**src/rtl/gcbp_subimage_write_seq.sv**
```systemverilog
// Walks each frame line by line and streams the 4x4 sub-image window pixels from the line buffer into BRAM.
// Optional macro GCBP_SEQ_OVERRUN_EN enables the sticky o_overrun flag for lines that arrive during a write.
module gcbp_subimage_write_seq #(
  parameter int SUB_W     = 32,
  parameter int SUB_H     = 32,
  parameter int V_START   = 16,
  parameter int H_START   = 0,
  parameter int IMG_LINES = 480
) (
  input  logic       i_clk,
  input  logic       i_rst_n,
  input  logic       i_frame_start,
  input  logic       i_line_done,
  output logic [9:0] o_lbuf_addr,
  output logic       o_gcbp_line_ready,
  output logic       o_valid_subimage_line,
  output logic [1:0] o_vert_subimage_cnt,
  output logic [1:0] o_hori_subimage_cnt,
  output logic [9:0] o_bram_addr,
  output logic       o_frame_done,
  output logic       o_overrun
);

  localparam logic [1:0] IDLE      = 2'd0;
  localparam logic [1:0] WAIT_LINE = 2'd1;
  localparam logic [1:0] WRITE     = 2'd2;
  localparam logic [1:0] DONE      = 2'd3;

  localparam int PW     = (SUB_W > 1) ? $clog2(SUB_W) : 0;
  localparam int LINE_W = $clog2(IMG_LINES + 1);

  localparam logic [9:0]        PIX_LAST  = 10'(4 * SUB_W - 1);
  localparam logic [9:0]        PIX_MASK  = 10'(SUB_W - 1);
  localparam logic [LINE_W-1:0] LINE_LAST = LINE_W'(IMG_LINES - 1);
  localparam logic [LINE_W-1:0] LINE_ONE  = LINE_W'(1);

  logic [1:0]        state_r;
  logic [LINE_W-1:0] line_r;
  logic [9:0]        pix_r;

  int   line_s;
  int   rel_s;
  logic in_window_s;
  logic [9:0] p_s;

  // pix_r runs 0..4*SUB_W-1, so hori*SUB_W+p is simply pix_r
  assign line_s      = int'(line_r);
  assign rel_s       = line_s - V_START;
  assign in_window_s = (line_s >= V_START) && (line_s < V_START + 4 * SUB_H);
  assign p_s         = pix_r & PIX_MASK;

  // Output decode: addresses and strobe are zero-latency from the write counters
  always_comb begin
    o_gcbp_line_ready     = 1'b0;
    o_lbuf_addr           = 10'd0;
    o_bram_addr           = 10'd0;
    o_hori_subimage_cnt   = 2'd0;
    o_valid_subimage_line = 1'b0;
    o_vert_subimage_cnt   = 2'd0;
    o_frame_done          = 1'b0;
    if (state_r != IDLE && in_window_s) begin
      o_valid_subimage_line = 1'b1;
      o_vert_subimage_cnt   = 2'(rel_s / SUB_H);
    end else begin
      o_valid_subimage_line = 1'b0;
    end
    case (state_r)
      WRITE: begin
        o_gcbp_line_ready   = 1'b1;
        o_lbuf_addr         = 10'(H_START + int'(pix_r));
        o_bram_addr         = 10'((rel_s % SUB_H) * SUB_W + int'(p_s));
        o_hori_subimage_cnt = pix_r[PW+1:PW];
      end
      DONE:    o_frame_done = 1'b1;
      default: o_frame_done = 1'b0;
    endcase
  end

  // Sequencer: frame_start aborts from anywhere and beats a same-cycle line_done
  always_ff @(posedge i_clk) begin
    if (!i_rst_n) begin
      state_r <= IDLE;
      line_r  <= '0;
      pix_r   <= 10'd0;
    end else if (i_frame_start) begin
      state_r <= WAIT_LINE;
      line_r  <= '0;
      pix_r   <= 10'd0;
    end else begin
      case (state_r)
        IDLE: state_r <= IDLE;
        WAIT_LINE: begin
          if (i_line_done) begin
            if (in_window_s) begin
              state_r <= WRITE;
              pix_r   <= 10'd0;
            end else begin
              line_r  <= line_r + LINE_ONE;
              state_r <= (line_r == LINE_LAST) ? DONE : WAIT_LINE;
            end
          end
        end
        WRITE: begin
          if (pix_r == PIX_LAST) begin
            pix_r   <= 10'd0;
            line_r  <= line_r + LINE_ONE;
            state_r <= (line_r == LINE_LAST) ? DONE : WAIT_LINE;
          end else begin
            pix_r <= pix_r + 10'd1;
          end
        end
        DONE:    state_r <= IDLE;
        default: state_r <= IDLE;
      endcase
    end
  end

`ifdef GCBP_SEQ_OVERRUN_EN
  logic overrun_r;

  // Sticky overrun: a line arriving mid-write is lost, remember it until the next frame
  always_ff @(posedge i_clk) begin
    if (!i_rst_n) begin
      overrun_r <= 1'b0;
    end else if (i_frame_start) begin
      overrun_r <= 1'b0;
    end else if (state_r == WRITE && i_line_done) begin
      overrun_r <= 1'b1;
    end else begin
      overrun_r <= overrun_r;
    end
  end

  assign o_overrun = overrun_r;
`else
  assign o_overrun = 1'b0;
`endif

endmodule
```
**config.mk**
```make
export PLATFORM = sky130hd
export DESIGN_NAME = gcbp_subimage_write_seq
export DESIGN_NICKNAME = d
export VERILOG_FILES = /design/src/rtl/gcbp_subimage_write_seq.sv
export SDC_FILE = /design/constraint.sdc
export NUM_CORES = 1
export LEC_CHECK = 0
export CAP_MARGIN = 5
export CORE_ASPECT_RATIO = 1.1
export CORE_MARGIN = 1
export CORE_UTILIZATION = 30
export CTS_BUF_LIST = sky130_fd_sc_hd__clkbuf_16
export DETAILED_ROUTE_END_ITERATION = 6
export GPL_ROUTABILITY_DRIVEN = 0
export HOLD_SLACK_MARGIN = 0.06
export PLACE_DENSITY = 0.51
export SYNTH_ARGS = -nofsm -noshare
export SYNTH_HDL_FRONTEND = slang
export SYNTH_SLANG_ARGS = --single-unit
```
**constraint.sdc**
```tcl
create_clock -name i_clk -period 5.85 [get_ports i_clk]
set_clock_uncertainty 0.1 [all_clocks]
set_input_delay 1.755 -clock i_clk [delete_from_list [all_inputs] [get_ports i_clk]]
set_output_delay 1.755 -clock i_clk [all_outputs]
set_load 0.01 [all_outputs]
```
Yosys cells after proc, flatten, opt, wreduce, memory -nomap -nowiden
Cells that the tools add are included.
{"block": "word_totals", "reg_bits": 21, "out_inout_bits": 28, "wordCells": 57, "input_bits": 4}
{"block": "op_classes", "add_sub_neg": 5, "eq_ne": 11, "order_cmp": 2, "n_mux": 21, "bitwise": 2, "n_reduce_logical": 12}
{"operator": "$mux 10", "n": 5}
{"operator": "$mux 9", "n": 3}
{"operator": "$pmux 10 s2", "n": 1}
{"operator": "$pmux 9 s2", "n": 1}
{"operator": "$mux 2", "n": 6}
{"operator": "$add 10x1->10 const B", "n": 1}
{"operator": "$add 10x6->10", "n": 1}
{"operator": "$eq 10x7->1 const B", "n": 1}
{"operator": "$sub 9x5->10 const B", "n": 1}
{"operator": "$add 9x1->9 const B", "n": 1}
{"operator": "$eq 9x9->1 const B", "n": 1}
{"operator": "$ge 9x5->1 const B", "n": 1}
{"operator": "$lt 9x8->1 const B", "n": 1}
{"operator": "$ne 2x2->1 const B", "n": 4}
{"operator": "$ne 3x3->1 const B", "n": 2}
{"operator": "$pmux 2 s3", "n": 1}
{"operator": "$reduce_or 5->1", "n": 1}
{"operator": "$eq 2x2->1 const B", "n": 2}
{"operator": "$mux 1", "n": 4}
{"operator": "$reduce_and 2->1", "n": 2}
{"operator": "$reduce_and 4->1", "n": 1}
{"operator": "$reduce_bool 2->1", "n": 2}
{"operator": "$reduce_or 2->1", "n": 2}
{"operator": "$reduce_and 3->1", "n": 1}
{"operator": "other kinds (6)", "n": 7}

Logic depth before layout (Yosys ltp)
{"block": "depth", "ltp_word": 6, "mapped_depth": 7, "mapped_depth_nobuf": 7}

Worst setup path after synthesis
No wires, ideal clock.
{"block": "synth_path", "path_type": "register to output", "from": "reg line_r[4]", "to": "out o_vert_subimage_cnt[0]", "t_required_ns": 3.995, "slack_ns": 2.500, "path_buffers": 0, "stages_incl_launch_ff": 6, "arrival_ns": 1.495, "cell_sequence": "dfxtp_1 > ha_1 > nand4bb_1 > a311o_1 > nor2_1 > and2_1"}
{"block": "synth_via", "elab_chain_cells": 5, "word_cells_on_any_way": 9, "cone_classes": "add/sub: 2; order compare: 2; mux: 1; bitwise: 1; reduce/logical: 3"}
{"element": "from (decl)", "line": "38", "source": "logic [LINE_W-1:0] line_r;"}
{"element": "from (signal assigned)", "line": "98", "source": "line_r <= line_r + LINE_ONE;"}
{"element": "from (signal assigned)", "line": "106", "source": "line_r <= line_r + LINE_ONE;"}
{"element": "$sub 9x5->10", "line": "48", "source": "assign rel_s = line_s - V_START;"}
{"element": "$reduce_or 5->1 (no line)"}
{"element": "$and 1x1->1 (no line)"}
{"element": "$add 2x1->2 (no line)"}
{"element": "$mux 2 *", "line": "61", "source": "if (state_r != IDLE && in_window_s) begin"}
{"element": "to (decl)", "line": "17", "source": "output logic [1:0] o_vert_subimage_cnt,"}
Every way passes the cells marked *; elsewhere a longest branch is shown, timed or not.

Worst setup path in the final report
{"block": "layout_path", "from": "reg state_r[1]", "to": "out o_lbuf_addr[2]"}
{"block": "layout_via", "elab_chain_cells": 2}
{"element": "from (decl)", "line": "37", "source": "logic [1:0] state_r;"}
{"element": "from (signal assigned)", "line": "99", "source": "state_r <= (line_r == LINE_LAST) ? DONE : WAIT_LINE;"}
{"element": "from (signal assigned)", "line": "107", "source": "state_r <= (line_r == LINE_LAST) ? DONE : WAIT_LINE;"}
{"element": "$eq 2x2->1", "line": "67", "source": "case (state_r)"}
{"element": "$mux 10", "line": "67"}
{"element": "to (decl)", "line": "14", "source": "output logic [9:0] o_lbuf_addr,"}
No other way between the ends.

==> tab_implementation.tex <==
\begin{tabular}{lr}
\hline
Metric & Value \\
\hline
\multicolumn{2}{l}{\textbf{Outcome}} \\
\quad Outcome & finished, final reports clean \\
\multicolumn{2}{l}{\textbf{Critical path}} \\
\quad Critical path buffer and inverter count & 1 \\
\quad Reg2reg start & line\_r[5]\$\_SDFFE\_PP0P\_ \\
\quad Crit path kind & reg2out \\
\quad Setup crit start kind & flip-flop \\
\quad Launching instance or port of the critical path & state\_r[1]\$\_SDFFE\_PP0P\_ \\
\quad Data arrival, critical path & 2.34 ns \\
\quad Category of the worst setup path capture point & primary output \\
\quad Delay contributed by the slowest stage of the critical path & 0.83 ns \\
\quad Cell Chain, Critical Path & nor2b\_1 > and2\_1 > clkdlybuf4s50\_1 \\
\quad Max Fanout on Critical Path & 18 \\
\quad Kind of cell with the highest combined delay on the critical path & simple AND/OR/NAND/NOR gates \\
\quad Cell at the slowest stage of the critical path & nor2b\_1 \\
\quad Required time worst endpoint & 3.99 ns \\
\multicolumn{2}{l}{\textbf{STA}} \\
\quad Worst-Margin Slew & 1.022 ns \\
\quad Minimum hold slack & 0.3832 ns \\
\quad RSZ-0062 raised after global routing & no \\
\quad Final TNS setup & 0 ns \\
\quad Setup-violating endpoint count in the final report & 0 \\
\quad Number of max-slew violations in the final report & 0 \\
\quad Final period demand of the worst path & 4.199 ns \\
\quad Final cycle utilization of the critical path & 0.7178 \\
\quad Slew Limit Headroom & 0.3174 \\
\quad Number of hold violations in the final report & 0 \\
\quad Fmax & 238.2 MHz \\
\multicolumn{2}{l}{\textbf{Synthesis}} \\
\quad Ys Warns & 0 \\
\quad Number of enable-type register cells in the synthesized netlist & 0 \\
\quad Mean instance size in the synthesized netlist & 8.248 um\^{}2 \\
\quad Fraction of registers with async set/reset & 0 \\
\quad Number of distinct library cells after synthesis & 44 \\
\quad Number of standard cells after synthesis & 169 \\
\quad Flip-flop and latch count after synthesis & 21 \\
\quad Synthesized net count & 180 \\
\quad Part of the Yosys area used for sequential elements & 0.3016 \\
\quad Commonest register cell after synthesis & dfxtp\_1 \\
\quad Summed instance area of the synthesized netlist & 1394 um\^{}2 \\
\multicolumn{2}{l}{\textbf{Pwr}} \\
\quad Total power & 0.2978 mW \\
\quad Max VDD drop & 0.09363 mV \\
\quad Cell leakage power & 0.6294 nW \\
\quad Pwr dens & 168.3 nW/um\^{}2 \\
\multicolumn{2}{l}{\textbf{Floorplanning}} \\
\quad Core area & 4379 um\^{}2 \\
\quad Std cell rows & 25 \\
\quad Overall die width & 66.99 um \\
\quad Number of top-level pins & 32 \\
\quad Starting density of the core & 0.3183 \\
\quad Overall die area & 4923 um\^{}2 \\
\quad Die Height & 73.49 um \\
\multicolumn{2}{l}{\textbf{Detailed routing}} \\
\quad Vias after detailed routing & 1,236 \\
\quad Starting DRC count in detailed routing & 59 \\
\quad Post-DRT Antenna Nets & 0 \\
\quad Routed wire per std cell & 12.56 um \\
\quad DRC viols & 0 \\
\quad Routed via count divided by cell count & 5.024 \\
\quad Detailed-router iteration count before antenna repair & 4 \\
\quad Total length of routed wires & 3090 um \\
\multicolumn{2}{l}{\textbf{CTS}} \\
\quad Max clock buf depth & 2 \\
\quad Inserted Clock Buffers & 3 \\
\quad Hold bufs inserted after CTS & 0 \\
\quad Number of buffers inserted to repair setup after CTS & 0 \\
\quad Clock Latency Late Sink & 0.25 ns \\
\quad Clock sinks & 21 \\
\quad Clock transition at path regs & 0.06 ns \\
\quad Cell chosen for the clock root & clkbuf\_16 \\
\quad Number of H-tree levels & 1 \\
\quad Count of cells resized by post-cts repair & 0 \\
\quad TritonCTS clock tree & yes \\
\multicolumn{2}{l}{\textbf{Cells and area}} \\
\quad Share of final-layout standard cells stronger than drive strength 1 & 0.05729 \\
\quad Final layout net count & 204 \\
\quad Multi-input gate area in the final layout & 879.6 um\^{}2 \\
\quad Register cell area after layout & 420.4 um\^{}2 \\
\quad Area Growth Syn to Fin & 26.93\% \\
\quad Number of inserted filler cells in the final layout & 464 \\
\quad Number of diodes & 0 \\
\multicolumn{2}{l}{\textbf{Flow run}} \\
\quad Max Cap Viol & 0 \\
\multicolumn{2}{l}{\textbf{GRT}} \\
\quad Wire length of the first global-routing pass & 5292 um \\
\quad Total overflow reported by the global router & 0 \\
\quad Vias in the first global route & 1,174 \\
\quad Number of antenna violations at the first check in global routing & 0 \\
\quad Maximum number of pins on one net before global-route repair & 19 \\
\quad GR Util All Layers & 0.1431 \\
\multicolumn{2}{l}{\textbf{Place}} \\
\quad Buffers on Ports & 30 \\
\quad Detailed placement HPWL & 2352 um \\
\multicolumn{2}{l}{\textbf{Min path}} \\
\quad Start point of the worst hold path & pix\_r[6]\$\_SDFFE\_PP0P\_ \\
\quad Min-Delay Path Class & reg2reg \\
\hline
\end{tabular}
## logic make-up after synthesis
kind of cell | Yosys count | share of synthesized area
muxes | 1 | 0.007182
xor gates and xnor gates | 10 | 0.06283
other | 1 | 0.002690
DFF | 21 | 0.3016
adders and majority gates | 7 | 0.06283
and+or+nand+nor | 76 | 0.3160
AOI/OAI and AO/OA | 36 | 0.1795
buffers and inverters | 17 | 0.06732
## per-stage QoR
stage | instances | setup slack [ns] | utilization | area [um^2]
CTS | 246 | 1.596 | 0.4040 | 1769
global route | 246 | 1.441 | 0.4040 | 1769
finish | 246 | 1.651 | 0.4040 | 1769
global placement | 242 | 1.913 | 0.3860 | 1690
floorplan | 169 | 2.500 | - | 1394
detailed placement | 242 | 1.873 | 0.3860 | 1690
## cell usage after synthesis, types with 2 or more instances
cell | instances | share of area
a21oi_1 | 8 | 0.029
a22o_1 | 2 | 0.013
and2_1 | 17 | 0.076
and3_1 | 6 | 0.027
and4_1 | 2 | 0.013
buf_4 | 8 | 0.043
clkbuf_1 | 3 | 0.0081
dfxtp_1 | 21 | 0.30
ha_1 | 7 | 0.063
inv_1 | 6 | 0.016
nand2_1 | 12 | 0.032
nand3_1 | 8 | 0.029
nor2_1 | 14 | 0.038
nor2b_1 | 2 | 0.0090
nor3_1 | 2 | 0.0072
o21ai_0 | 12 | 0.043
o31ai_1 | 3 | 0.016
or3_1 | 2 | 0.0090
xnor2_1 | 6 | 0.038
xor2_1 | 4 | 0.025
## metal layers
| layer | GRT usage | vias up | part of all wire |
|---|---|---|---|
| met5 | 0 | - | 0 |
| met4 | 0.04965 | 0 | 0.012 |
| met3 | 0.03261 | 5 | 0.033 |
| met2 | 0.2581 | 24 | 0.53 |
| met1 | 0.1626 | 571 | 0.43 |
| li1 | - | 636 | - |
## area by class of cell
cell class | count | share of cell area
multi-input cells | 131 | 0.4972
flip-flops and latches | 21 | 0.2376
repair buffers | 30 | 0.1697
clock buffers | 3 | 0.04243
well taps | 54 | 0.03819
inverters | 6 | 0.01273
clock inverters | 1 | 0.002122
## sequential cells by signal, indices dropped and copies added, names as in the netlist
register / count
line_r: 9
state_r: 2
pix_r: 10
## worst register-to-register path, cell delays in order, from the launching register on
cell       delay, ns
dfxtp_1         0.39
inv_1           0.10
ha_1            0.20
nand4bb_1       0.14
a311oi_2        0.21
a211oi_1        0.78
o21ai_0         0.21
o31ai_1         0.10
## power breakdown
group | leakage [nW] | internal [mW] | switching, mW
Sequential | 0.169 | 0.144 | 0.00100
Clock | 0.0423 | 0.0911 | 0.0520
Combinational | 0.418 | 0.00442 | 0.00559
## layout by cell type, fill, tap and decap left out, types with 2 or more instances in the layout
| master | instances |
|---|---|
| a21oi_1 | 8 |
| a22o_1 | 2 |
| and2_1 | 17 |
| and3_1 | 6 |
| and4_1 | 2 |
| clkbuf_16 | 3 |
| clkdlybuf4s50_1 | 30 |
| dfxtp_1 | 21 |
| ha_1 | 7 |
| inv_1 | 7 |
| nand2_1 | 12 |
| nand3_1 | 8 |
| nor2_1 | 14 |
| nor2b_1 | 2 |
| nor3_1 | 2 |
| o21ai_0 | 12 |
| o31ai_1 | 3 |
| or3_1 | 2 |
| xnor2_1 | 6 |
| xor2_1 | 4 |
## path summary, 6_finish.rpt
check,endpoint,slack [ns],cells past startpoint
worst max register to register,pix_r[3]$_SDFFE_PP0P_,3.54,7
worst min-delay path,pix_r[6]$_SDFFE_PP0P_,0.38,2
worst min register to register,pix_r[6]$_SDFFE_PP0P_,0.38,2
worst max-delay path,o_lbuf_addr[2],1.65,3
No activity file was read; power rests on OpenSTA's default activity.
